[src/rtl/writeback_arbiter_if.sv]
// Handshake and writeback bundle between the EX/MEM result paths, writeback_arbiter and register_file.
interface writeback_arbiter_if #(
  parameter int DWIDTH = 32
);
  logic              alu_valid_i;
  logic              alu_ready_o;
  logic [4:0]        alu_rd_i;
  logic [DWIDTH-1:0] alu_data_i;
  logic              ld_valid_i;
  logic              ld_ready_o;
  logic [4:0]        ld_rd_i;
  logic [DWIDTH-1:0] ld_data_i;
  logic              ld_pending_o;
  logic [4:0]        rd_o;
  logic [DWIDTH-1:0] datawb_o;
  logic              regwren_o;

  modport master (
    output alu_valid_i, alu_rd_i, alu_data_i,
    output ld_valid_i, ld_rd_i, ld_data_i,
    input  alu_ready_o, ld_ready_o, ld_pending_o,
    input  rd_o, datawb_o, regwren_o
  );

  modport slave (
    input  alu_valid_i, alu_rd_i, alu_data_i,
    input  ld_valid_i, ld_rd_i, ld_data_i,
    output alu_ready_o, ld_ready_o, ld_pending_o,
    output rd_o, datawb_o, regwren_o
  );
endinterface

[src/rtl/writeback_arbiter.sv]
// Merges ALU results and queued load responses onto one registered register-file write port.
// Optional feature macro: WB_LD_BYPASS_EN (lets a load skip the empty queue when the ALU is idle).
module writeback_arbiter #(
  parameter int DWIDTH   = 32,
  parameter int LQ_DEPTH = 4
) (
  input logic                clk,
  input logic                rst,
  writeback_arbiter_if.slave bus
);
  localparam int PW = (LQ_DEPTH > 1) ? $clog2(LQ_DEPTH) : 1;
  localparam int CW = $clog2(LQ_DEPTH + 1);

  logic [4:0]        q_rd   [LQ_DEPTH];
  logic [DWIDTH-1:0] q_data [LQ_DEPTH];
  logic [PW-1:0]     rd_ptr, wr_ptr;
  logic [CW-1:0]     count;

  logic              full, ready;
  logic              alu_issue, head_issue, bypass_issue;
  logic              push, pop;
  logic              issue_valid;
  logic [4:0]        issue_rd;
  logic [DWIDTH-1:0] issue_data;

  logic [4:0]        rd_q;
  logic [DWIDTH-1:0] data_q;
  logic              wren_q;

  // Readiness comes from the registered count only, so a pop this cycle never frees a slot early.
  assign full  = (count == CW'(LQ_DEPTH));
  assign ready = !full;

  assign alu_issue  = bus.alu_valid_i && ready;
  assign head_issue = !alu_issue && (count != '0);

`ifdef WB_LD_BYPASS_EN
  assign bypass_issue = !alu_issue && (count == '0) && bus.ld_valid_i;
`else
  assign bypass_issue = 1'b0;
`endif

  assign push = bus.ld_valid_i && ready && !bypass_issue;
  assign pop  = head_issue;

  always_comb begin
    issue_valid = 1'b0;
    issue_rd    = '0;
    issue_data  = '0;
    if (alu_issue) begin
      issue_valid = 1'b1;
      issue_rd    = bus.alu_rd_i;
      issue_data  = bus.alu_data_i;
    end else if (head_issue) begin
      issue_valid = 1'b1;
      issue_rd    = q_rd[rd_ptr];
      issue_data  = q_data[rd_ptr];
    end else if (bypass_issue) begin
      issue_valid = 1'b1;
      issue_rd    = bus.ld_rd_i;
      issue_data  = bus.ld_data_i;
    end
  end

  // Queue storage needs no reset: entries are only read below the valid count.
  always_ff @(posedge clk) begin
    if (push) begin
      q_rd[wr_ptr]   <= bus.ld_rd_i;
      q_data[wr_ptr] <= bus.ld_data_i;
    end
  end

  always_ff @(posedge clk) begin
    if (rst) begin
      rd_ptr <= '0;
      wr_ptr <= '0;
      count  <= '0;
      rd_q   <= '0;
      data_q <= '0;
      wren_q <= 1'b0;
    end else begin
      if (push) wr_ptr <= (wr_ptr == PW'(LQ_DEPTH - 1)) ? '0 : wr_ptr + 1'b1;
      if (pop)  rd_ptr <= (rd_ptr == PW'(LQ_DEPTH - 1)) ? '0 : rd_ptr + 1'b1;
      count <= count + CW'(push) - CW'(pop);
      // Writes to x0 still consume the issue slot but never raise the enable.
      if (issue_valid) begin
        rd_q   <= issue_rd;
        data_q <= issue_data;
        wren_q <= (issue_rd != 5'd0);
      end else begin
        wren_q <= 1'b0;
      end
    end
  end

  assign bus.alu_ready_o  = ready;
  assign bus.ld_ready_o   = ready;
  assign bus.ld_pending_o = (count != '0);
  assign bus.rd_o         = rd_q;
  assign bus.datawb_o     = data_q;
  assign bus.regwren_o    = wren_q;
endmodule

[src/flat_wrapper.sv]
// flat-port wrapper written by rule: the top's interface ports become plain ports
module writeback_arbiter_flat 
#(
  parameter int DWIDTH   = 32,
  parameter int LQ_DEPTH = 4
)
  (clk, rst, bus_alu_valid_i, bus_alu_rd_i, bus_alu_data_i, bus_ld_valid_i, bus_ld_rd_i, bus_ld_data_i, bus_alu_ready_o, bus_ld_ready_o, bus_ld_pending_o, bus_rd_o, bus_datawb_o, bus_regwren_o);
  writeback_arbiter_if #(.DWIDTH(DWIDTH)) bus_i ();
  input logic clk;
  input logic rst;
  input wire logic [$bits(bus_i.alu_valid_i)-1:0] bus_alu_valid_i;
  input wire logic [$bits(bus_i.alu_rd_i)-1:0] bus_alu_rd_i;
  input wire logic [$bits(bus_i.alu_data_i)-1:0] bus_alu_data_i;
  input wire logic [$bits(bus_i.ld_valid_i)-1:0] bus_ld_valid_i;
  input wire logic [$bits(bus_i.ld_rd_i)-1:0] bus_ld_rd_i;
  input wire logic [$bits(bus_i.ld_data_i)-1:0] bus_ld_data_i;
  output wire logic [$bits(bus_i.alu_ready_o)-1:0] bus_alu_ready_o;
  output wire logic [$bits(bus_i.ld_ready_o)-1:0] bus_ld_ready_o;
  output wire logic [$bits(bus_i.ld_pending_o)-1:0] bus_ld_pending_o;
  output wire logic [$bits(bus_i.rd_o)-1:0] bus_rd_o;
  output wire logic [$bits(bus_i.datawb_o)-1:0] bus_datawb_o;
  output wire logic [$bits(bus_i.regwren_o)-1:0] bus_regwren_o;
  assign bus_i.alu_valid_i = bus_alu_valid_i;
  assign bus_i.alu_rd_i = bus_alu_rd_i;
  assign bus_i.alu_data_i = bus_alu_data_i;
  assign bus_i.ld_valid_i = bus_ld_valid_i;
  assign bus_i.ld_rd_i = bus_ld_rd_i;
  assign bus_i.ld_data_i = bus_ld_data_i;
  assign bus_alu_ready_o = bus_i.alu_ready_o;
  assign bus_ld_ready_o = bus_i.ld_ready_o;
  assign bus_ld_pending_o = bus_i.ld_pending_o;
  assign bus_rd_o = bus_i.rd_o;
  assign bus_datawb_o = bus_i.datawb_o;
  assign bus_regwren_o = bus_i.regwren_o;
  writeback_arbiter #(.DWIDTH(DWIDTH), .LQ_DEPTH(LQ_DEPTH)) u_core (.clk(clk), .rst(rst), .bus(bus_i));
endmodule
[config.mk]
export PLATFORM = sky130hd
export DESIGN_NAME = writeback_arbiter_flat
export DESIGN_NICKNAME = d
export VERILOG_FILES = /design/src/rtl/writeback_arbiter_if.sv /design/src/rtl/writeback_arbiter.sv /design/src/flat_wrapper.sv
export SDC_FILE = /design/constraint.sdc
export NUM_CORES = 1
export LEC_CHECK = 0
export BUFFER_PORTS_ARGS = -buffer_cell sky130_fd_sc_hd__buf_4
export CORE_ASPECT_RATIO = 1.25
export CORE_MARGIN = 10
export CORE_UTILIZATION = 36
export DETAILED_ROUTE_END_ITERATION = 8
export PLACE_DENSITY = 0.66
export SLEW_MARGIN = 25
export SYNTH_ARGS = -nofsm -noshare
export SYNTH_HDL_FRONTEND = slang
export SYNTH_SLANG_ARGS = --single-unit
[constraint.sdc]
create_clock -name clk -period 3.6 [get_ports clk]
set_input_delay 0.18 -clock clk [delete_from_list [all_inputs] [get_ports clk]]
set_output_delay 0.18 -clock clk [all_outputs]
set_load 0.02 [all_outputs]
# --- Word-level counts from Yosys, hierarchy flattened ---
# Memory sizes are Yosys's and may differ from the RTL's. A register that Yosys moved wholly into a read port is not among the register bits.
# Index checks and enable logic that the tools add are counted.
word_totals:
  mem_count: 2
  in_bits: 78
  out_inout_bits: 41
  ramBits: 148
  wordCells: 38
  reg_bits: 45
mem_list:
  columns: ["memory", "words", "word_bits", "rd", "rd_clocked_by_memory_dff", "write_ports", "line_no", "source"]
  rows:
  - ["u_core.q_data", 4, 32, 1, 1, 1, "writeback_arbiter.sv:15", "logic [DWIDTH-1:0] q_data [LQ_DEPTH];"]
  - ["u_core.q_rd", 4, 5, 1, 1, 1, "writeback_arbiter.sv:14", "logic [4:0] q_rd [LQ_DEPTH];"]
op_classes:
  addsub: 4
  eq_ne: 3
  reduce_logical: 8
  n_mux: 14
  n_bitwise: 1
ops:
  columns: ["cell", "n"]
  rows:
  - ["32-bit two-way mux", 2]
  - ["2-bit two-way mux", 6]
  - ["5-bit two-way mux", 2]
  - ["5-bit nonzero test", 1]
  - ["2-bit by 1-bit adder with 2-bit output (second input constant)", 2]
  - ["2-bit equality test (second input constant)", 2]
  - ["1-bit two-way mux", 4]
  - ["3-bit by 1-bit adder with 3-bit output", 1]
  - ["3-bit equality test (second input constant)", 1]
  - ["1-bit logical AND", 3]
  - ["3-bit nonzero test", 1]
  - ["3-bit by 1-bit subtractor with 3-bit output", 1]
  - ["1-bit zero test", 2]
  - ["2-bit OR reduction", 1]
  - ["1-bit inverter", 1]

# --- Depth between registers and ports, before layout ---
# Gate-level depths: netlist of run 1.
logic_depth:
  word_depth: 9
  mapped_depth: 11
  depth_no_buf: 10

# --- Least setup slack after synthesis of run 1 ---
# OpenSTA, ideal clock, no wires.
synth_path:
  kind: "register to register"
  startpoint: "register u_core.count[1]"
  endpoint: "memory u_core.q_data[0][0], enable pin"
  period_less_slack_ns: 2.325
  path_stages_with_launch: 4
  arrival_time_ns: 1.927
  n_path_buf: 1
  path_slack_ns: 1.275
  setup_ns: 0.398
  t_required_ns: 3.202
  path_cell_list: "dfxtp_1 > or3b_1 > clkbuf_1 > and3_1"
synth_via:
  elab_chain_cells: 5
synth_lines:
  columns: ["element", "line_no", "source"]
  rows:
  - ["from (decl)", "writeback_arbiter.sv:17", "logic [CW-1:0] count;"]
  - ["from (signal assigned)", "writeback_arbiter.sv:84", "count <= count + CW'(push) - CW'(pop);"]
  - ["3-bit equality test", "writeback_arbiter.sv:31", "assign full = (count == CW'(LQ_DEPTH));"]
  - ["1-bit zero test", "writeback_arbiter.sv:32", "assign ready = !full;"]
  - ["net bus_alu_ready_o", "flat_wrapper.sv:17", "output wire logic [$bits(bus_i.alu_ready_o)-1:0] bus_alu_ready_o;"]
  - ["1-bit logical AND", "writeback_arbiter.sv:43", "assign push = bus.ld_valid_i && ready && !bypass_issue;"]
  - ["1-bit two-way mux", "writeback_arbiter.sv:67", "if (push) begin"]
  - ["1-bit two-way mux (not written as such)", "writeback_arbiter.sv:69", "q_data[wr_ptr] <= bus.ld_data_i;"]
  - ["to (decl)", "writeback_arbiter.sv:15", null]
# The timed path passes the listed nets, and every way through them passes these cells.

# --- Worst setup path after layout of run 1 ---
layout_path:
  startpoint: "register u_core.count[1]"
  endpoint: "register u_core.count[2]"
layout_via:
  elab_chain_cells: 6
  word_cells_on_any_way: 9
  cone_classes: "add/sub (2); eq/ne (1); reduce/logical (6)"
layout_lines:
  columns: ["element", "line_no"]
  rows:
  - ["branches (longest 5 deep; another with 3-bit by 1-bit adder with 3-bit output)", null]
  - ["3-bit by 1-bit subtractor with 3-bit output (*)", "writeback_arbiter.sv:84"]
# Mark *: on every way between the ends.
# A chain may end at the register's enable or synchronous reset.

==> impl_summary.md, run 1 <==
Clock tree
CTS saw just under 200 sinks. CTS built an H-tree with a depth of 4. Clock-pin slew was measured on the worst setup and hold paths at 0.07 ns. The tree is rooted in a clkbuf_16. The post-cts resize count is 0. The clock tree from TritonCTS is built. At the later pin of the worst-skew pair, clock insertion delay measures 0.43 ns. The number of CTS-inserted buffers is 17. The longest clock path from root to sink contains 2 buffers.

Routing
In the final routed layout, each cell accounts on average for 19.0 um. The first-pass detailed-route iteration total is 7. After detailed routing, the number of remaining DRC violations is 0. After detailed routing, the number of vias per cell comes to 5.09. In this run, the number of DRC markers left after iteration 0 of detailed routing was 390.

After detailed routing, the total wire length is 15,900 um. The total via count after detailed routing is 4,254. Once detail routing completed, the nets flagged for antenna violations numbered 0.

Timing
The number of failing setup endpoints in the final timing report is 0. Setup repair after global routing left no endpoint under its margin. In the final timing run, aggregate negative setup slack is 0 ns. At the pin with the least slew margin, the transition time is about 1 ns. The number of endpoints with negative hold slack in the final report was 0. On the final layout, the worst clock skew is 0.0160 ns. The worst hold margin is 0.0189 ns. Of the available clock period, the critical path in the final layout requires 0.688.

Headroom to the max-slew limit came out at 0.336. The number of max-slew violations in the final report is 0. The achievable frequency is 0.404 GHz. The minimum period implied by the final worst setup slack is roughly 2.5 ns.

Die
The initial utilization of the core area, before any placement, comes to 0.369. The floorplan row count is 57. The area of the die is 26,200 sq um. 119 I/O pins were placed.

Measured along the x axis, the die boundary spans ~150 um. The height of the chip is 179 um. The floorplan core area is 19,600 sq um.

Power
The maximum ir drop on the vdd rail is 0.000410 V. The analysis attributes to cell leakage a power of 3.36 nW. Dividing total power by cell area gives a power density of 722 nW/um^2.

Yosys
The share of the Yosys chip area taken by registers is 0.744. The number of storage elements in the synthesis netlist is between 150 and 200. Synthesis produced a netlist with a net count of 475.

A synthesized cell averages 18.6 sq um. The distinct cell type count of the synthesized netlist is 31. During synthesis, Yosys emitted a total of 0 warnings. Counting every instance in the synthesized netlist gives 390. The mapped netlist covers 7240 sq um.

Global routing
For this run, the total global-route usage over all layers was measured as 0.126. The largest net degree at the start of global routing is 48. The number of global-route vias before repair is 4,663. The global-route congestion overflow total is 0.

The first global-routing pass estimated around 26,000 um of wire. The number of antenna violations at the first check in global routing is 1.

Flow run
Across the run, the number of max-cap violations was 0.

Worst setup path
The class of the most critical setup path is flip-flop to flip-flop. The arrival time of data at the critical path endpoint is 2.77 ns. Along the worst path, the maximum fanout reaches 7. STA classifies the critical path startpoint as a flip-flop. The sort of element at the end of the critical path is a flip-flop.

The required time of the critical path is around 3.9 ns. The worst register-to-register path has a setup slack of 1.12 ns.

Layout
The layout filler cell count is 1,682. The register area is 5390 sq um. The final net count is around 640. The layout overhead on the synthesized area is 31.2%. Leaving out fill and tap cells, the most frequent cells in the layout are edfxtp_1 (148), buf_4 (118), dlygate4sd3_1 (57), dfxtp_1 (45), mux4_2 (37). Leaving out fill and tap cells, the most frequent cell in the layout is edfxtp_1.

The area of the multi-input gates is ~1700 sq um. The share of layout cells above drive strength 1 is 0.339.

Placed design
The weighted congestion at the end of routability-driven global placement is 0.711. Detailed placement finished with a half-perimeter wire length of 9840 um. Port buffering added 118 buffers.

Worst hold path
The worst hold path belongs to the class input port to flip-flop.

Status
The flow ran to the end, and the final reports show no timing, DRC or antenna violations.
[report_power, final]
part           leakage (nW)  switching, mW  internal [mW]
registers              1.75          0.249           2.78
clock network         0.280          0.802           1.05
logic                  1.33           1.03          0.955
[what timing repair did]
item / 4_1_cts / 5_1_grt
setup buffers: 0 / 0
hold endpoints to repair: 168 / 0
hold buffers: 57 / 0
[sequential cells by signal (all words and copies together), names as in the netlist, named ones only]
register / cells
u_core.wr_ptr: 2
u_core.count: 3
u_core.bus.regwren_o: 1
u_core.bus.datawb_o: 32
u_core.q_data: 128
u_core.rd_ptr: 2
u_core.bus.rd_o: 5
u_core.q_rd: 20
[final timing paths]
kind,start,to,depth (start not counted)
min reg2reg,u_core.bus.rd_o[3],u_core.bus.rd_o[3],2
max,u_core.count[1],u_core.count[2],10
min,bus_alu_data_i[19],u_core.bus.datawb_o[19],3
max reg2reg,u_core.count[1],u_core.count[2],10
[worst max-delay path, stage by stage (launching register included)]
cell and delay [ns]:
dfxtp_1 0.36, o21ai_1 0.41, nand2_1 0.20, nor2_1 0.25, a21o_1 0.12, ha_1 0.15
inv_1 0.06, fa_1 0.40, xor2_1 0.19, xnor2_1 0.15, nor2_1 0.06
[per-stage QoR]
stage	instances	power, mW	worst slack, ns	utilization	area (sq um)
finish	836	6.86	1.12	0.484	9490
global route	836	7.24	0.898	0.484	9490
CTS	835	6.96	1.15	0.483	9470
detailed placement	746	5.05	1.18	0.425	8330
global placement	746	4.98	1.38	0.425	8330
floorplan	390	4.42	1.28	-	7240
[kinds of logic (layout without fill, tap and decap cells)]
logic type | count (synthesis) | in the layout | share of synthesized area
adder cells (fa/ha/maj) | 7 | 7 | 0.0131
XOR/XNOR | 2 | 2 | 0.00242
AND/OR/NAND/NOR | 67 | 67 | 0.0413
flip-flops | 195 | 195 | 0.744
AO/OA/AOI/OAI | 50 | 50 | 0.0593
multiplexers | 37 | 37 | 0.115
other | 0 | 1 | 0
buffers and inverters | 32 | 212 | 0.0244
[Yosys cell counts]
| library cell | n | area (sq um) |
|---|---|---|
| a21o_1 | 1 | 7.51 |
| a21oi_1 | 9 | 45.0 |
| a222oi_1 | 32 | 320 |
| a22oi_1 | 3 | 22.5 |
| a31oi_1 | 2 | 12.5 |
| and2_1 | 1 | 6.26 |
| and2_4 | 1 | 8.76 |
| and3_1 | 4 | 25.0 |
| buf_1 | 2 | 7.51 |
| buf_2 | 12 | 60.1 |
| buf_4 | 1 | 7.51 |
| buf_6 | 5 | 56.3 |
| clkbuf_1 | 8 | 30.0 |
| dfxtp_1 | 47 | 941 |
| edfxtp_1 | 148 | 4440 |
| fa_1 | 1 | 20.0 |
| ha_1 | 6 | 75.1 |
| inv_1 | 4 | 15.0 |
| mux4_2 | 37 | 833 |
| nand2_1 | 9 | 33.8 |
| nand3_1 | 8 | 40.0 |
| nand4_1 | 2 | 12.5 |
| nor2_1 | 37 | 139 |
| nor2b_1 | 1 | 6.26 |
| o21a_1 | 1 | 7.51 |
| o21ai_1 | 1 | 5.00 |
| o311ai_0 | 1 | 8.76 |
| or3_1 | 3 | 18.8 |
| or3b_1 | 1 | 8.76 |
| xnor2_1 | 1 | 8.76 |
| xor2_1 | 1 | 8.76 |
[layout make-up]
class,instances,area share
antenna,1,0.000264
timing repair buffer,176,0.156
sequential,195,0.568
multi-input combinational,163,0.179
tap,265,0.0349
clock buffer,21,0.0474
clock inverter,11,0.0132
inverter,4,0.00158
[routing by layer]
layer / wire [um] / part of all wire / vias up / GRT usage
met4: 354 / 0.022 / 0 / 0.0551
li1: - / - / 1937 / -
met2: 8130 / 0.51 / 156 / 0.217
met1: 6490 / 0.41 / 2133 / 0.147
met3: 943 / 0.059 / 28 / 0.0304
met5: 0 / 0 / - / 0
Note: power is estimated with default switching activity, not from simulation.
==> run 2: changes to the inputs <==
--- a/config.mk
+++ b/config.mk
@@ -10,7 +10,7 @@
 export CORE_MARGIN = 10
 export CORE_UTILIZATION = 36
 export DETAILED_ROUTE_END_ITERATION = 8
-export PLACE_DENSITY = 0.66
+export PLACE_DENSITY = 0.68
 export SLEW_MARGIN = 25
 export SYNTH_ARGS = -nofsm -noshare
 export SYNTH_HDL_FRONTEND = slang
==> constraint.sdc (replaced) <==
create_clock -name clk -period 2 [get_ports clk]
set_input_delay 0.1 -clock clk [delete_from_list [all_inputs] [get_ports clk]]
set_output_delay 0.1 -clock clk [all_outputs]
set_load 0.02 [all_outputs]
==> run 2 against run 1 <==
Net effect: power rose by 89%; count of clock-buffer cells in the layout is 4 higher; cell area up 5.1%; first-iteration DRC count increased by 16%; maximum frequency up 25%; highest routed layer unchanged; routed wire length is 6.0% higher; cell count increased by 3.9%; sequential share of layout area down 2.7 points; sequential power increased by 75%.
==> impl_summary.md, run 2 (same netlist as run 1, synthesis figures left out) <==
Status
The flow ran to the end, and the final reports show no timing, DRC or antenna violations.

Timing
The number of endpoints with negative hold slack in the final report is 0. The achievable frequency is approximately 0.51 GHz. The number of failing setup endpoints in the final timing report is 0.

Across the routed clock network, the largest skew measured is 0.0116 ns. In this run the tightest slew margin relative to its limit is 0.612. After routing, the total negative slack on setup checks comes to 0 ns. The minimum period implied by the final worst setup slack is around 2.0 ns.

Setup repair after global routing could not meet its margin everywhere. In the finished design, the share of the clock period the worst path needs comes to 0.989. Hold is met by 0.0512 ns. At the pin with the least slew margin, the transition time is 0.583 ns.

The number of max-slew violations in the final report came to 0.

Die
The die is between 150 and 200 um tall. The floorplan step defined a die boundary enclosing 26,200 sq um. For this configuration, the core starts out at a cell density of 0.369. The number of top-level pins is 119. The die span in x is roughly 150 um. The initialized floorplan defines 57 standard-cell rows. After floorplanning, the core was sized to cover 19,600 sq um.

Power
The maximum ir drop on the vdd rail is about 0.00067 V. The fraction of power consumed by the clock network is 0.265. For this design the total switching power over the nets is 3.90 mW.

The reported leakage power is 3.58 nW. The internal portion of the total power is around 9.1 mW. The fraction of power spent switching nets is 0.301. The part of the power in combinational logic is 0.327. The sequential share of power is 0.408. The power per unit of standard cell area is 1300 nW/um^2.

Layout
The share of layout cells above drive strength 1 is 0.370. In the final layout, the multi-input gates occupy approximately 1700 sq um. The flip-flop count of the largest register, all copies and words added is about 130. After routing the design area is 9980 sq um.

Registers take 5400 sq um. The final layout contains 675 nets. The top cell types in the final layout, fill and taps aside, are edfxtp_1 (148), buf_4 (124), dlygate4sd3_1 (74), dfxtp_1 (42), mux4_2 (37). The layout overhead on the synthesized area is 37.9%. The final non-filler cell total is 869. Leaving out fill and tap cells, the most frequent cell in the layout is edfxtp_1. Counting the fill cells in the layout gives 1,582. More flip-flops sit in one register than any other, and that register is u_core.q_data.

Routing
The first TritonRoute pass finished after 5 iterations. The total via count after detailed routing is 4,367. The number of DRC markers in iteration 0 is 452. Dividing the detail-routed via count by the number of cells gives approximately 5.0. The routed length per placed instance is 19.4 um.

The sum of routed wire length over all layers is about 17,000 um. The count of antenna-violating nets left after detailed routing is 0. The detailed-route DRC error count is 0.

Placed design
Input and output buffers added on the ports amount to 118. In this run, placement finished with an instance count of 758. Routability-driven placement finished with a final weighted congestion of approximately 0.73. The placed instances occupy a cell area of ~8500 sq um. The half-perimeter wire length after detailed placement is 10,000 um.

Global routing
The global-route usage over all layers is 0.128. Entering global routing, the biggest net connects 48 pins. The number of antenna violations at the first check in global routing was 1. The number of global-route vias before repair is 4,769. For this run the aggregate overflow at the end of global routing stands at 0. The wire length of the first global-routing pass is 26,100 um.

Worst setup path
The worst setup path is launched from a flip-flop. By startpoint and endpoint, the worst setup path is classified as flip-flop to flip-flop. Together, buffers and inverters on the worst path number 1. The path depth of the worst reg2reg path is 10. In this run the worst path has a maximum fanout of 5. The worst setup path is captured at a flip-flop.

Broken down by cell family, the worst path's largest delay share belongs to simple AND/OR/NAND/NOR gates. Data arrives at the worst endpoint at 2.25 ns. The signal on the critical path passes through or3_4 > nand2_4 > nor2_4 > a21o_1 > ha_2 > inv_2 > fa_2 > xor2_1 > xnor2_1 > nor2_1. At the worst endpoint, the required time is 2.28 ns. The cell with the biggest individual delay on the critical path is or3_4. The critical path crosses 10 cells after its start point.

The largest stage delay on the critical path is 0.38 ns.

Clock tree
The clock slew at the register clock pins of the worst setup and hold paths is roughly 0.07 ns. TritonCTS built the clock tree. The worst-skew pair later-pin latency is between 0.4 and 0.5 ns.

The H-tree level count is 4. The number of sinks driven by the clock tree is 195. The largest buffer count on any clock path is 2. The clock root buffer master is clkbuf_16. In this run, CTS created clock tree buffers numbering 17.

Worst hold path
The worst hold path belongs to the class input port to flip-flop. The instance count along the most critical hold path is 3.

Flow run
The max-capacitance violation count is 0.
## run 2: cell type report
class / instances / area share
flip-flops and latches: 195 / 0.541
inverters: 4 / 0.00150
repair buffers: 209 / 0.189
diodes: 1 / 0.000251
multi-input cells: 163 / 0.173
clock buffers: 25 / 0.0572
well taps: 265 / 0.0332
clock inverters: 7 / 0.00489
## run 2: worst paths after layout
kind                                        from  slack (ns)            endpoint
worst max-delay path             u_core.count[0]        0.02     u_core.count[2]
worst min-delay path             bus_alu_rd_i[4]        0.05  u_core.bus.rd_o[4]
worst max register to register   u_core.count[0]        0.02     u_core.count[2]
worst min register to register  u_core.rd_ptr[1]        0.49           flip-flop
## run 2: through the flow
step	power [mW]	util	setup WS, ns
2_1_floorplan	7.98	-	0.00560
3_5_place_dp	9.35	0.435	-0.0422
4_1_cts	13.0	0.506	0.00220
6_report	13.0	0.509	0.0225
5_1_grt	13.6	0.509	-0.0449
3_3_place_gp	9.19	0.435	0.0995
## run 2: routing by layer
| metal | vias up | share of wire | track usage |
|---|---|---|---|
| met1 | 2196 | 0.42 | 0.154 |
| met2 | 157 | 0.52 | 0.220 |
| met3 | 15 | 0.053 | 0.0317 |
| met5 | - | 0 | 0 |
| li1 | 1999 | - | - |
| met4 | 0 | 0.011 | 0.0480 |
## run 2: power by group through the flow
stage / combinational, mW / clock (mW) / sequential (mW)
final: 4.24 / 3.44 / 5.29
after floorplan: 2.37 / 0 / 5.60
after CTS: 4.20 / 3.52 / 5.28
after detailed placement: 3.99 / 0 / 5.36
after global placement: 3.89 / 0 / 5.30
after global routing: 4.60 / 3.69 / 5.35
## run 2: worst reg2reg max path, stage by stage (launching register included)
cell and delay (ns):
dfxtp_4 0.37, or3_4 0.38, nand2_4 0.08, nor2_4 0.03, a21o_1 0.15, ha_2 0.18, inv_2 0.05, fa_2 0.18
xor2_1 0.17, xnor2_1 0.16, nor2_1 0.08
## run 2: timing repair
action,in CTS,in global routing
resized for setup,7,8
endpoints found under the setup margin,1,6
cloned,0,1
setup buffers,2,1
endpoints found under the hold margin,185,0
pin swaps,3,4
hold buffers,74,0
==> run 3: changes to the inputs <==
--- a/config.mk
+++ b/config.mk
@@ -10,7 +10,6 @@
 export CORE_MARGIN = 10
 export CORE_UTILIZATION = 36
 export DETAILED_ROUTE_END_ITERATION = 8
-export PLACE_DENSITY = 0.68
 export SLEW_MARGIN = 25
 export SYNTH_ARGS = -nofsm -noshare
 export SYNTH_HDL_FRONTEND = slang
==> constraint.sdc (replaced) <==
create_clock -name clk -period 1.7 [get_ports clk]
set_input_delay 0.085 -clock clk [delete_from_list [all_inputs] [get_ports clk]]
set_output_delay 0.085 -clock clk [all_outputs]
set_load 0.02 [all_outputs]
==> run 3 against run 2 <==
Net effect: the flow now finishes with violations (negative setup slack); cell count up 2.4%; sequential share of layout area down 1.4 points; routed wire length up 10%; highest routed layer unchanged; hold slack better by 0.070 ns; first-iteration DRC count down 30%; worst setup slack worse by 0.22 ns; global-route usage up 0.91 points; register-to-register slack worse by 0.22 ns; clock power up 9.9%; core utilization up 1.4 points; clock skew about the same; die area unchanged.
==> impl_summary.md, run 3 (same netlist as run 1, synthesis figures left out) <==
Status
The run finished, with violations left. The checks that failed: negative setup slack.

Timing
The final period utilization is 1.12. Counting I/O delays and the setup requirement, the final critical path takes approximately 1.9 ns. At the pin with the least slew margin, the transition time is approximately 0.56 ns.

The number of max-slew violations in the final report was 0. The max-slew headroom at the worst pin is 0.628. The number of endpoints with negative hold slack in the final report came to 0. The worst clock skew is 0.0113 ns.

Once routing completed, OpenROAD measured the worst setup slack at -0.196 ns. Setup violations remaining at the end of the flow were counted as 34. Setup repair after global routing could not meet its margin everywhere. For this run, the top clock speed supported by timing is 0.527 GHz.

Clock tree
The largest buffer count on any clock path is 2. TritonCTS built the clock tree. The H-tree level count is 4. The number of sinks driven by the clock tree is 195. For the worst-skew pair, the clock arrives at the later sink with an insertion delay of 0.42 ns.

The clock slew at the register clock pins of the worst setup and hold paths is 0.07 ns. The clock root buffer master is clkbuf_16. The number of CTS-inserted buffers is 17.

Layout
The number of antenna diodes in the final layout is 0. In the final design database the tool counted 697 nets. The register with the most flip-flops in the final layout is u_core.q_data.

The final non-filler cell total is 890. The library cell used most frequently in the layout, excluding fill and tap cells, is edfxtp_1. Registers take roughly 5400 sq um.

The register with the most flip-flops in the layout has about 130 of them. Summing all non-filler instances in the final layout gives an area of ~10,000 sq um. In the layout the commonest cells are edfxtp_1 (148), buf_4 (131), dlygate4sd3_1 (75), dfxtp_1 (42), mux4_2 (37). The area growth from synthesis to layout is 41.7%. The area of the multi-input gates is 1790 sq um. Of the cells placed in the final design, the portion with a size suffix greater than 1 is 0.398.

The filler cells instantiated in the layout total 1,593.

Die
The number of top-level pins is 119. The die is approximately 180 um tall. In this run the core area contains between 50 and 60 standard-cell rows. The die span in x is 147 um. The initial utilization of the core area, before any placement, comes to 0.369. The area of the die is 26,200 sq um. The total area inside the core boundary comes to 19,600 sq um.

Worst setup path
The worst setup path is captured at a flip-flop. The worst setup path is of the flip-flop to flip-flop kind. At the worst endpoint, the required time is 1.99 ns. The number of buffers and inverters on the critical path is 1. Setup slack on the worst reg-to-reg path comes out at -0.20 ns. The largest stage delay on the critical path is 0.38 ns. The cell with the biggest individual delay on the critical path is or3_4.

Along the worst path, the maximum fanout reaches 4. Walking the worst path, the cells encountered are or3_4 > nand2_4 > nor2_4 > a21o_1 > ha_2 > inv_2 > fa_2 > xor2_1 > xnor2_1 > nor2_1. The cell family contributing the most delay on the critical path is simple AND/OR/NAND/NOR gates. The element type at the critical path start is a flip-flop. Data on the critical path arrives at its endpoint at between 2 and 2.5 ns.

Global routing
The number of global-route vias before repair is about 5,000. Across every metal layer, demand over resource in global routing totals 0.138. The first global-routing pass estimated roughly 28,000 um of wire. Entering global routing, the biggest net connects 48 pins. After global routing the overflow that remains totals 0.

The number of antenna violations at the first check in global routing is 0.

Flow run
Across the run, the number of max-cap violations was 0.

Placed design
The half-perimeter wire length after detailed placement is 11,000 um. The weighted congestion at the end of routability-driven global placement is 0.702. Once placement finished, the instance area stood at 8770 sq um. Counting tap cells, the placed design contains a total of 774 instances. In this run the tool buffered the top-level ports with 118 buffer cells.

Power
The part of the power in combinational logic is 0.367. Across the VDD grid, the largest voltage drop is 0.000828 V. The design internal power is between 10 and 15 mW. The fraction of power consumed by the clock network is 0.239. The sequential share of power is 0.394. For this design the total switching power over the nets is 4.92 mW. The fraction of power spent switching nets is 0.311. The reported leakage power is 3.70 nW. The power per unit of standard cell area is between 1500 and 2000 nW/um^2.

Routing
For this block, the initial DRC count from the detailed router was 316. Dividing the detail-routed wire length by the instance count gives between 20 and 25 um. In the routed design, unresolved DRC markers number 0. The sum of routed wire length over all layers is 18,600 um. The routed layout has between 4,000 and 5,000 vias. The first-pass detailed-route iteration total is 5. The detailed-route vias per instance is 5.00. In this run the remaining antenna-violating nets after routing total 0.

Worst hold path
The worst hold path belongs to the class input port to flip-flop.
## run 3: path summary, 6_finish.rpt
kind	from	to	cells past startpoint
worst min register to register	u_core.bus.rd_o[3]	u_core.bus.rd_o[3]	2
worst max register to register	u_core.count[0]	u_core.count[2]	10
worst max-delay path	u_core.count[0]	u_core.count[2]	10
worst min-delay path	rst	u_core.bus.datawb_o[17]	2
## run 3: metrics by stage
step,hold WS [ns],utilization,setup slack (ns),setup TNS (ns),power (mW)
floorplan,0.184,-,-0.246,-0.415,9.50
global placement,0.285,0.447,-0.154,-1.48,11.2
detailed placement,0.287,0.447,-0.234,-3.26,11.4
CTS,0.130,0.516,-0.203,-2.59,15.7
global route,0.140,0.523,-0.260,-4.03,16.6
finish,0.121,0.523,-0.196,-1.59,15.8
## run 3: power groups by stage
stage | clock network [mW] | registers, mW | logic (mW)
floorplan | 0 | 6.61 | 2.89
global placement | 0 | 6.25 | 4.99
detailed placement | 0 | 6.30 | 5.12
CTS | 3.87 | 6.20 | 5.59
global route | 4.08 | 6.30 | 6.24
finish | 3.78 | 6.23 | 5.80
## run 3: cell type report
cell class	count	area share
flip-flops and latches	195	0.526
repair buffers	227	0.210
multi-input cells	167	0.175
clock buffers	22	0.0453
well taps	265	0.0323
clock inverters	10	0.00964
inverters	4	0.00146
## run 3: repair_timing
action / 4_1_cts / 5_1_grt
setup buffers: 1 / 2
pin swaps: 1 / 35
endpoints found under the setup margin: 34 / 68
endpoints found under the hold margin: 186 / 0
resized for setup: 5 / 16
hold buffers: 75 / 0
gates cloned: 3 / 3
## run 3: metal layers
layer  vias to the layer above  share of wire  track usage
li1                       2044              -            -
met1                      2240           0.41        0.163
met2                       148           0.52        0.242
met3                        17          0.049       0.0299
met4                         0          0.016       0.0468
met5                         -              0            0
